==> config.mk <==
export PLATFORM = sky130hd
export DESIGN_NAME = video_pattern_gen
export DESIGN_NICKNAME = d
export VERILOG_FILES = /design/src/rtl/video_pattern_gen.sv
export SDC_FILE = /design/constraint.sdc
export NUM_CORES = 1
export LEC_CHECK = 0
export ABC_AREA = 0
export CAP_MARGIN = 20
export CORE_MARGIN = 4
export CORE_UTILIZATION = 56
export DETAILED_ROUTE_END_ITERATION = 16
export PLACE_DENSITY = 0.92
export SETUP_SLACK_MARGIN = 0.15
export SLEW_MARGIN = 20
export SYNTH_ARGS = -nofsm -noshare
export SYNTH_HDL_FRONTEND = slang
export SYNTH_SLANG_ARGS = --single-unit
==> constraint.sdc <==
create_clock -name clk -period 5.8 [get_ports clk]
set_clock_uncertainty 0.2 [all_clocks]
set_input_delay 1.16 -clock clk [delete_from_list [all_inputs] [get_ports clk]]
set_output_delay 1.16 -clock clk [all_outputs]
set_load 0.02 [all_outputs]
==> src/rtl/video_pattern_gen.sv <==
// Video test-pattern source: raster timing, sync, colour bars, ramp,
// checkerboard and solid fill, one registered pixel per clock.
module video_pattern_gen #(
  parameter int H_ACTIVE = 1280,
  parameter int H_FP     = 110,
  parameter int H_SYNC   = 40,
  parameter int H_BP     = 220,
  parameter int V_ACTIVE = 720,
  parameter int V_FP     = 5,
  parameter int V_SYNC   = 5,
  parameter int V_BP     = 20,
  parameter bit HS_POL   = 1'b1,
  parameter bit VS_POL   = 1'b1,
  parameter int CHK_LOG2 = 4
) (
  input  logic        clk,
  input  logic        rst,
  input  logic        en,
  input  logic [1:0]  pattern,
  input  logic [23:0] solid_rgb,
  output logic [7:0]  red,
  output logic [7:0]  green,
  output logic [7:0]  blue,
  output logic        dv,
  output logic        hs,
  output logic        vs,
  output logic        sof,
  output logic [15:0] frame_cnt
);

  localparam int H_TOTAL = H_ACTIVE + H_FP + H_SYNC + H_BP;
  localparam int V_TOTAL = V_ACTIVE + V_FP + V_SYNC + V_BP;
  localparam int BAR_W   = H_ACTIVE / 8;

  localparam logic [15:0] H_LAST   = 16'(H_TOTAL - 1);
  localparam logic [15:0] V_LAST   = 16'(V_TOTAL - 1);
  localparam logic [15:0] H_ACT    = 16'(H_ACTIVE);
  localparam logic [15:0] V_ACT    = 16'(V_ACTIVE);
  localparam logic [15:0] HS_BEG   = 16'(H_ACTIVE + H_FP);
  localparam logic [15:0] HS_END   = 16'(H_ACTIVE + H_FP + H_SYNC);
  localparam logic [15:0] VS_BEG   = 16'(V_ACTIVE + V_FP);
  localparam logic [15:0] VS_END   = 16'(V_ACTIVE + V_FP + V_SYNC);
  localparam logic [15:0] BAR_LAST = 16'(BAR_W - 1);

  typedef enum logic [1:0] {
    PAT_BARS  = 2'd0,
    PAT_RAMP  = 2'd1,
    PAT_CHK   = 2'd2,
    PAT_SOLID = 2'd3
  } pat_e;

  logic [15:0] hcnt_q, hcnt_d;
  logic [15:0] vcnt_q, vcnt_d;
  logic [15:0] bar_cnt_q, bar_cnt_d;
  logic [2:0]  bar_idx_q, bar_idx_d;
  pat_e        pat_q, pat_d;
  logic [23:0] col_q, col_d;
  logic [23:0] rgb_q, rgb_d;
  logic        dv_q, dv_d;
  logic        hs_q, hs_d;
  logic        vs_q, vs_d;
  logic        sof_q, sof_d;
  logic [15:0] fcnt_q, fcnt_d;

  logic        origin;
  logic        h_last;
  logic        v_last;
  pat_e        pat_cur;
  logic [23:0] col_cur;
  logic [23:0] pix;

  always_comb begin
    hcnt_d    = hcnt_q;
    vcnt_d    = vcnt_q;
    bar_cnt_d = bar_cnt_q;
    bar_idx_d = bar_idx_q;
    pat_d     = pat_q;
    col_d     = col_q;
    fcnt_d    = fcnt_q;
    rgb_d     = '0;
    dv_d      = 1'b0;
    hs_d      = ~HS_POL;
    vs_d      = ~VS_POL;
    sof_d     = 1'b0;

    origin  = (hcnt_q == '0) && (vcnt_q == '0);
    h_last  = (hcnt_q == H_LAST);
    v_last  = (vcnt_q == V_LAST);
    // The frame's first pixel already uses the freshly latched settings
    pat_cur = origin ? pat_e'(pattern) : pat_q;
    col_cur = origin ? solid_rgb : col_q;

    pix = '0;
    unique case (pat_cur)
      PAT_BARS: begin
        unique case (bar_idx_q)
          3'd0: pix = 24'hFFFFFF;
          3'd1: pix = 24'hFFFF00;
          3'd2: pix = 24'h00FFFF;
          3'd3: pix = 24'h00FF00;
          3'd4: pix = 24'hFF00FF;
          3'd5: pix = 24'hFF0000;
          3'd6: pix = 24'h0000FF;
          3'd7: pix = 24'h000000;
        endcase
      end
      PAT_RAMP:  pix = {3{hcnt_q[7:0]}};
      PAT_CHK:   pix = (hcnt_q[CHK_LOG2] ^ vcnt_q[CHK_LOG2]) ?
                       24'hFFFFFF : 24'h000000;
      PAT_SOLID: pix = col_cur;
    endcase

    if (!en) begin
      hcnt_d    = '0;
      vcnt_d    = '0;
      bar_cnt_d = '0;
      bar_idx_d = '0;
    end else begin
      if (origin) begin
        pat_d = pat_cur;
        col_d = col_cur;
      end
      dv_d  = (hcnt_q < H_ACT) && (vcnt_q < V_ACT);
      rgb_d = dv_d ? pix : '0;
      hs_d  = (hcnt_q >= HS_BEG && hcnt_q < HS_END) ? HS_POL : ~HS_POL;
      vs_d  = (vcnt_q >= VS_BEG && vcnt_q < VS_END) ? VS_POL : ~VS_POL;
      sof_d = origin;
      if (h_last) begin
        hcnt_d    = '0;
        bar_cnt_d = '0;
        bar_idx_d = '0;
        vcnt_d    = v_last ? '0 : vcnt_q + 16'd1;
        if (v_last) fcnt_d = fcnt_q + 16'd1;
      end else begin
        hcnt_d = hcnt_q + 16'd1;
        if (bar_cnt_q == BAR_LAST) begin
          bar_cnt_d = '0;
          bar_idx_d = bar_idx_q + 3'd1;
        end else begin
          bar_cnt_d = bar_cnt_q + 16'd1;
        end
      end
    end
  end

  always_ff @(posedge clk or posedge rst) begin
    if (rst) begin
      hcnt_q    <= '0;
      vcnt_q    <= '0;
      bar_cnt_q <= '0;
      bar_idx_q <= '0;
      pat_q     <= PAT_BARS;
      col_q     <= '0;
      rgb_q     <= '0;
      dv_q      <= 1'b0;
      hs_q      <= ~HS_POL;
      vs_q      <= ~VS_POL;
      sof_q     <= 1'b0;
      fcnt_q    <= '0;
    end else begin
      hcnt_q    <= hcnt_d;
      vcnt_q    <= vcnt_d;
      bar_cnt_q <= bar_cnt_d;
      bar_idx_q <= bar_idx_d;
      pat_q     <= pat_d;
      col_q     <= col_d;
      rgb_q     <= rgb_d;
      dv_q      <= dv_d;
      hs_q      <= hs_d;
      vs_q      <= vs_d;
      sof_q     <= sof_d;
      fcnt_q    <= fcnt_d;
    end
  end

  assign red       = rgb_q[23:16];
  assign green     = rgb_q[15:8];
  assign blue      = rgb_q[7:0];
  assign dv        = dv_q;
  assign hs        = hs_q;
  assign vs        = vs_q;
  assign sof       = sof_q;
  assign frame_cnt = fcnt_q;

endmodule

After elaboration in Yosys (flattened, before gate mapping)
Memories as Yosys holds them, arrays and structs flattened.
Cells that the tools add are included.
{ "op_classes": {"n_shift": 0, "bitwise_logic": 1, "eq_ne": 8, "n_lt_le_gt_ge": 6, "reduce_logical": 9, "n_div": 0, "muxes": 23, "n_addsub": 5, "mul": 0} }
{ "ops": {"columns": ["operator", "count"], "rows": [
  ["$mux W16", 8],
  ["$mux W24", 4],
  ["$pmux W24 S4", 1],
  ["$add A16 B1 Y16 const B", 4],
  ["$logic_not A16 Y1", 2],
  ["$lt A16 B10 Y1 const B", 2],
  ["$lt A16 B11 Y1 const B", 2],
  ["$eq A16 B10 Y1 const B", 1],
  ["$eq A16 B11 Y1 const B", 1],
  ["$eq A16 B8 Y1 const B", 1],
  ["$ge A16 B10 Y1 const B", 1],
  ["$ge A16 B11 Y1 const B", 1],
  ["$mux W3", 3],
  ["$mux W1", 6],
  ["$eq A2 B2 Y1 const B", 2],
  ["$logic_and A1 B1 Y1", 4],
  ["$add A3 B1 Y3 const B", 1],
  ["$ne A3 B1 Y1 const B", 1],
  ["$reduce_and A3 Y1", 1],
  ["$eq A2 B1 Y1 const B", 1],
  ["$logic_not A2 Y1", 1],
  ["$mux W2", 1],
  ["$ne A2 B1 Y1 const B", 1],
  ["$reduce_and A2 Y1", 1],
  ["$xor A1 B1 Y1", 1]
]} }
{ "totals": {"rom_bits": 192, "input_bits": 29, "elab_cells": 65, "output_inout_bits": 44, "ram_bits": 0, "memories": 1, "latchBits": 0, "reg_bits": 121} }
{ "mem_list": {"columns": ["name", "depth", "word_bits", "rd", "rd_ports_with_merged_regs", "write_ports", "line", "source"], "rows": [
  ["(no name shown)", 8, 24, 1, 0, 0, "96", "unique case (bar_idx_q)"]
]} }

Logic depth before layout (Yosys ltp)
{ "depth": {"depth_word": 7, "ltp_mapped": 9, "ltp_nobuf": 7} }

Worst setup path before layout
No wires, ideal clock.
{ "synth_path": {"kind": "in2reg", "start": "input pattern[0]", "end": "register rgb_q[13]", "setup_ns": 0.080, "arrival_time_ns": 2.222, "path_slack_ns": 3.298, "path_buffers": 2, "cell_stages": 6, "t_required_ns": 5.520, "path_cell_list": "and2_1 clkbuf_1 clkbuf_1 a21oi_1 mux2_1 a21oi_1"} }
{ "synth_between": {"elab_chain_len": 5, "word_cells_on_any_way": 8, "cone_classes": "eq/ne (3); mux (4); reduce/logical (1)"} }
{ "synth_rtl": {"columns": ["item", "line", "source"], "rows": [
  ["from (decl)", "19", "input logic [1:0] pattern,"],
  ["$mux W2 *", "90", "pat_cur = origin ? pat_e'(pattern) : pat_q;"],
  ["$eq A2 B2 Y1 (tied with other cells)", "94", "unique case (pat_cur)"],
  ["$pmux W24 S4 *", "94", null],
  ["$mux W24 *", "124", "rgb_d = dv_d ? pix : '0;"],
  ["$mux W24 *", "113", "if (!en) begin"],
  ["via rgb_d[13]", "58", "logic [23:0] rgb_q, rgb_d;"],
  ["to (signal assigned)", "167", "rgb_q <= rgb_d;"],
  ["to (decl)", "58", null]
]} }
Mark *: on every way through the listed nets, which the timed path passes. The rest lies on a longest branch.
A chain may end at the register's enable or synchronous reset.

Final worst setup path
{ "layout_path": {"start": "input en", "end": "register col_q[23]"} }
{ "layout_between": {"elab_chain_len": 1} }
{ "layout_rtl": {"columns": ["item", "line", "source"], "rows": [
  ["from (decl)", "18", "input logic en,"],
  ["$reduce_and A2 Y1 (no line)", null, null],
  ["to (signal assigned)", "166", "col_q <= col_d;"],
  ["to (decl)", "57", "logic [23:0] col_q, col_d;"]
]} }
No other way between the ends.

==> impl_metrics.json <==
{
  "die_h_um": 114,
  "dp_slack_ns": 1.96,
  "setup_violations": 0,
  "slew-limit-headroom_pct": 31.3,
  "dpl_cell_area_um2": 7000,
  "grt_pass1_wl_um": 27200,
  "clockBufferDepth": 2,
  "cts_root_buffer": "clkbuf_8",
  "crit_path_end_kind": "flip-flop",
  "synth_edf_count": 0,
  "min_to": "frame_cnt[15]",
  "finalHoldViolCount": 0,
  "syn_inst": 601,
  "die_area_um2": 13000,
  "gp_congestion": 0.922,
  "tritoncts": "built",
  "slew_violations": 0,
  "cap_violations": 0,
  "yosysSeqAreaShare_pct": 48.3,
  "antenna_found_initial": 0,
  "synth_top_family_by_area": "simple AND/OR/NAND/NOR gates",
  "ios": 73,
  "diodes": 0,
  "drt_iter0_markers": 568,
  "detailedRoute.firstPassIterationCount": 5,
  "setup_tns_ns": 0,
  "post-route-period-util_pct": 53.7,
  "cp-start-kind": "primary input",
  "nets": 707,
  "synth_ff_type": "dfrtp_1",
  "synth_mux_area_share_pct": 8.24,
  "powerDensity_nw_per_um2": 308,
  "coreArea_um2": 10900,
  "fin_ws_ns": 2.68,
  "synth_seq_cells": 121,
  "dp_hpwl_um": 10200,
  "synthAdderAreaFrac_pct": 2.00,
  "synth_compound_area_share_pct": 10.9,
  "drc_errors": 0,
  "cts_resized": 0,
  "post-cts-setup-buffers": 0,
  "start_util_pct": 57.6,
  "overflow": 0,
  "rsz0062_at_grt": "false",
  "path_max_fanout": 13,
  "ys_async_sr_fraction_pct": 100,
  "worstSetupPathType": "primary input to flip-flop",
  "min-delay-start": "frame_cnt[15]",
  "r2r_cells": 8,
  "hp-class": "flip-flop to flip-flop",
  "htreeDepth": 4,
  "numCtsBuffers": 17,
  "worst_pin_slew_ns": 1.03,
  "routedWlPerCell_um": 20.2,
  "fmax_mhz": 321,
  "port_buffers": 72,
  "finalPower_uw": 2330,
  "drtAntennaViolNets": 0,
  "grt_pass1_vias": 5414,
  "drive_above_1_share_pct": 16.2,
  "synth_cell_type_count": 63,
  "die_x_um": 114,
  "status": "finished clean",
  "reg2reg_slack_ns": 2.84,
  "synth_nets": 640,
  "p_leak_uw": 0.00308,
  "area_growth_pct": 20.9,
  "r2r-start": "vcnt_q[0]",
  "netlist_area_um2": 6270,
  "grt_max_degree": 86,
  "fin_crit_ns": 3.12,
  "ys_warn_count": 0,
  "r2r-end": "col_q[23]",
  "cts.sinks": 121,
  "holdBufCountCts": 0,
  "synthXorXnorAreaFrac_pct": 6.43,
  "drt-total-wl_um": 16600,
  "track_usage_pct": 26.4,
  "syn_avg_cell_area_um2": 10.4,
  "design_area_um2": 7580,
  "arrival_ns": 3.32,
  "avgViaCountPerCell": 6.37,
  "clk_latency_ns": 0.52,
  "ir_drop_uv": 241,
  "crit_required_ns": 6.00,
  "routed-via-count": 5229,
  "rows": 38,
  "holdPathStages": 1,
  "yosys.area_share.simple_pct": 20.1,
  "clk_pin_slew_ns": 0.06
}
power by group:
group / total [µW] / leakage, µW / switching [µW] / internal [µW]
clock network: 962 / 0.000265 / 365 / 598
registers: 971 / 0.00158 / 49.1 / 922
logic: 397 / 0.00123 / 217 / 181
total: 2330 / 0.00308 / 630 / 1700
kinds of logic after synthesis:
logic type,after synthesis
and+or+nand+nor,220
buffers and inverters,47
xor gates and xnor gates,46
AOI/OAI and AO/OA,111
adders and majority gates,10
muxes,46
DFF,121
cell type report:
cell class                      count  area, µm²
Fill cell                         657       3310
Tap cell                          140        175
Clock inverter                      8       70.1
Inverter                           18       72.6
Timing Repair Buffer               77        773
Sequential cell                   121       3030
Clock buffer                       24        470
Multi-Input combinational cell    433       2990
sequential cells by signal, summed over array words and instances, names as in the netlist:
register,count
bar_cnt_q,16
bar_idx_q,3
col_q,24
dv,1
frame_cnt,16
hcnt_q,16
hs,1
pat_q,2
rgb_q,24
sof,1
vcnt_q,16
vs,1
cell usage in the layout, fill, tap and decap left out, drive strengths merged, types with 23 or more instances in the layout:
| master | synthesis | routed |
|---|---|---|
| a21oi | 61 | 61 |
| clkbuf | 17 | 24 |
| clkdlybuf4s50 | 0 | 72 |
| dfrtp | 121 | 121 |
| mux2 | 45 | 45 |
| nand2 | 48 | 48 |
| nand3 | 45 | 45 |
| nor2 | 45 | 45 |
| xnor2 | 23 | 23 |
| xor2 | 23 | 23 |
how the worst max path moves through the flow:
stage          start            to  cells past startpoint
2_1_floorplan    rst  bar_cnt_q[0]                      1
3_3_place_gp      en      col_q[4]                      5
3_5_place_dp      en     col_q[23]                      5
4_1_cts           en     col_q[23]                      5
5_1_grt           en     vcnt_q[6]                      5
6_report          en     col_q[23]                      6
metrics by stage:
step                instances  hold slack, ns  utilization, %
global placement          787           0.261            64.3
CTS                       819           0.284            69.3
global route              821           0.320            69.6
finish                    821           0.284            69.6
detailed placement        787           0.274            64.3
floorplan                 601           0.255               -
cell usage after synthesis, types with 2 or more instances:
library cell	count	share of area (%)
o21ai_0	11	0.88
buf_2	6	0.48
a22o_1	2	0.28
or3_1	5	0.50
nor3_4	2	0.52
and4b_2	2	0.36
nor4_2	4	0.80
ha_1	10	2.0
buf_6	4	0.72
nor4_4	3	1.0
and3_1	6	0.60
mux2_2	43	7.7
mux2_1	2	0.36
a21oi_1	60	4.8
nor3_1	12	0.96
o211ai_1	3	0.36
nand2b_1	5	0.50
xnor2_1	23	3.2
nor3_2	4	0.64
nand3_1	45	3.6
clkbuf_8	3	0.66
a41oi_1	2	0.28
a31oi_1	19	1.9
and3_2	2	0.24
nor2b_1	2	0.20
nand4_1	8	0.80
nor2_1	45	2.7
xor2_1	23	3.2
nor4_1	6	0.60
and2_1	5	0.50
dfrtp_1	121	48
inv_1	18	1.1
nand3b_1	2	0.24
buf_4	2	0.24
clkbuf_1	13	0.78
o211ai_2	2	0.40
nand2_1	48	2.9
and4_1	3	0.42
critical path: stages:
cell and delay, ns:
clkdlybuf4s50_1 0.60, nand3_1 0.22, nor3_4 0.59, buf_8 0.24, buf_4 0.15, mux2_2 0.35
metal layers:
layer / global-route usage (%) / wire length [µm] / vias up
met4: 15.8 / 623 / 0
li1: - / - / 2275
met1: 32.2 / 6430 / 2566
met2: 42.8 / 8290 / 318
met3: 5.89 / 1280 / 70
met5: 0 / 0 / -
Power figures use the tool's default switching activity.
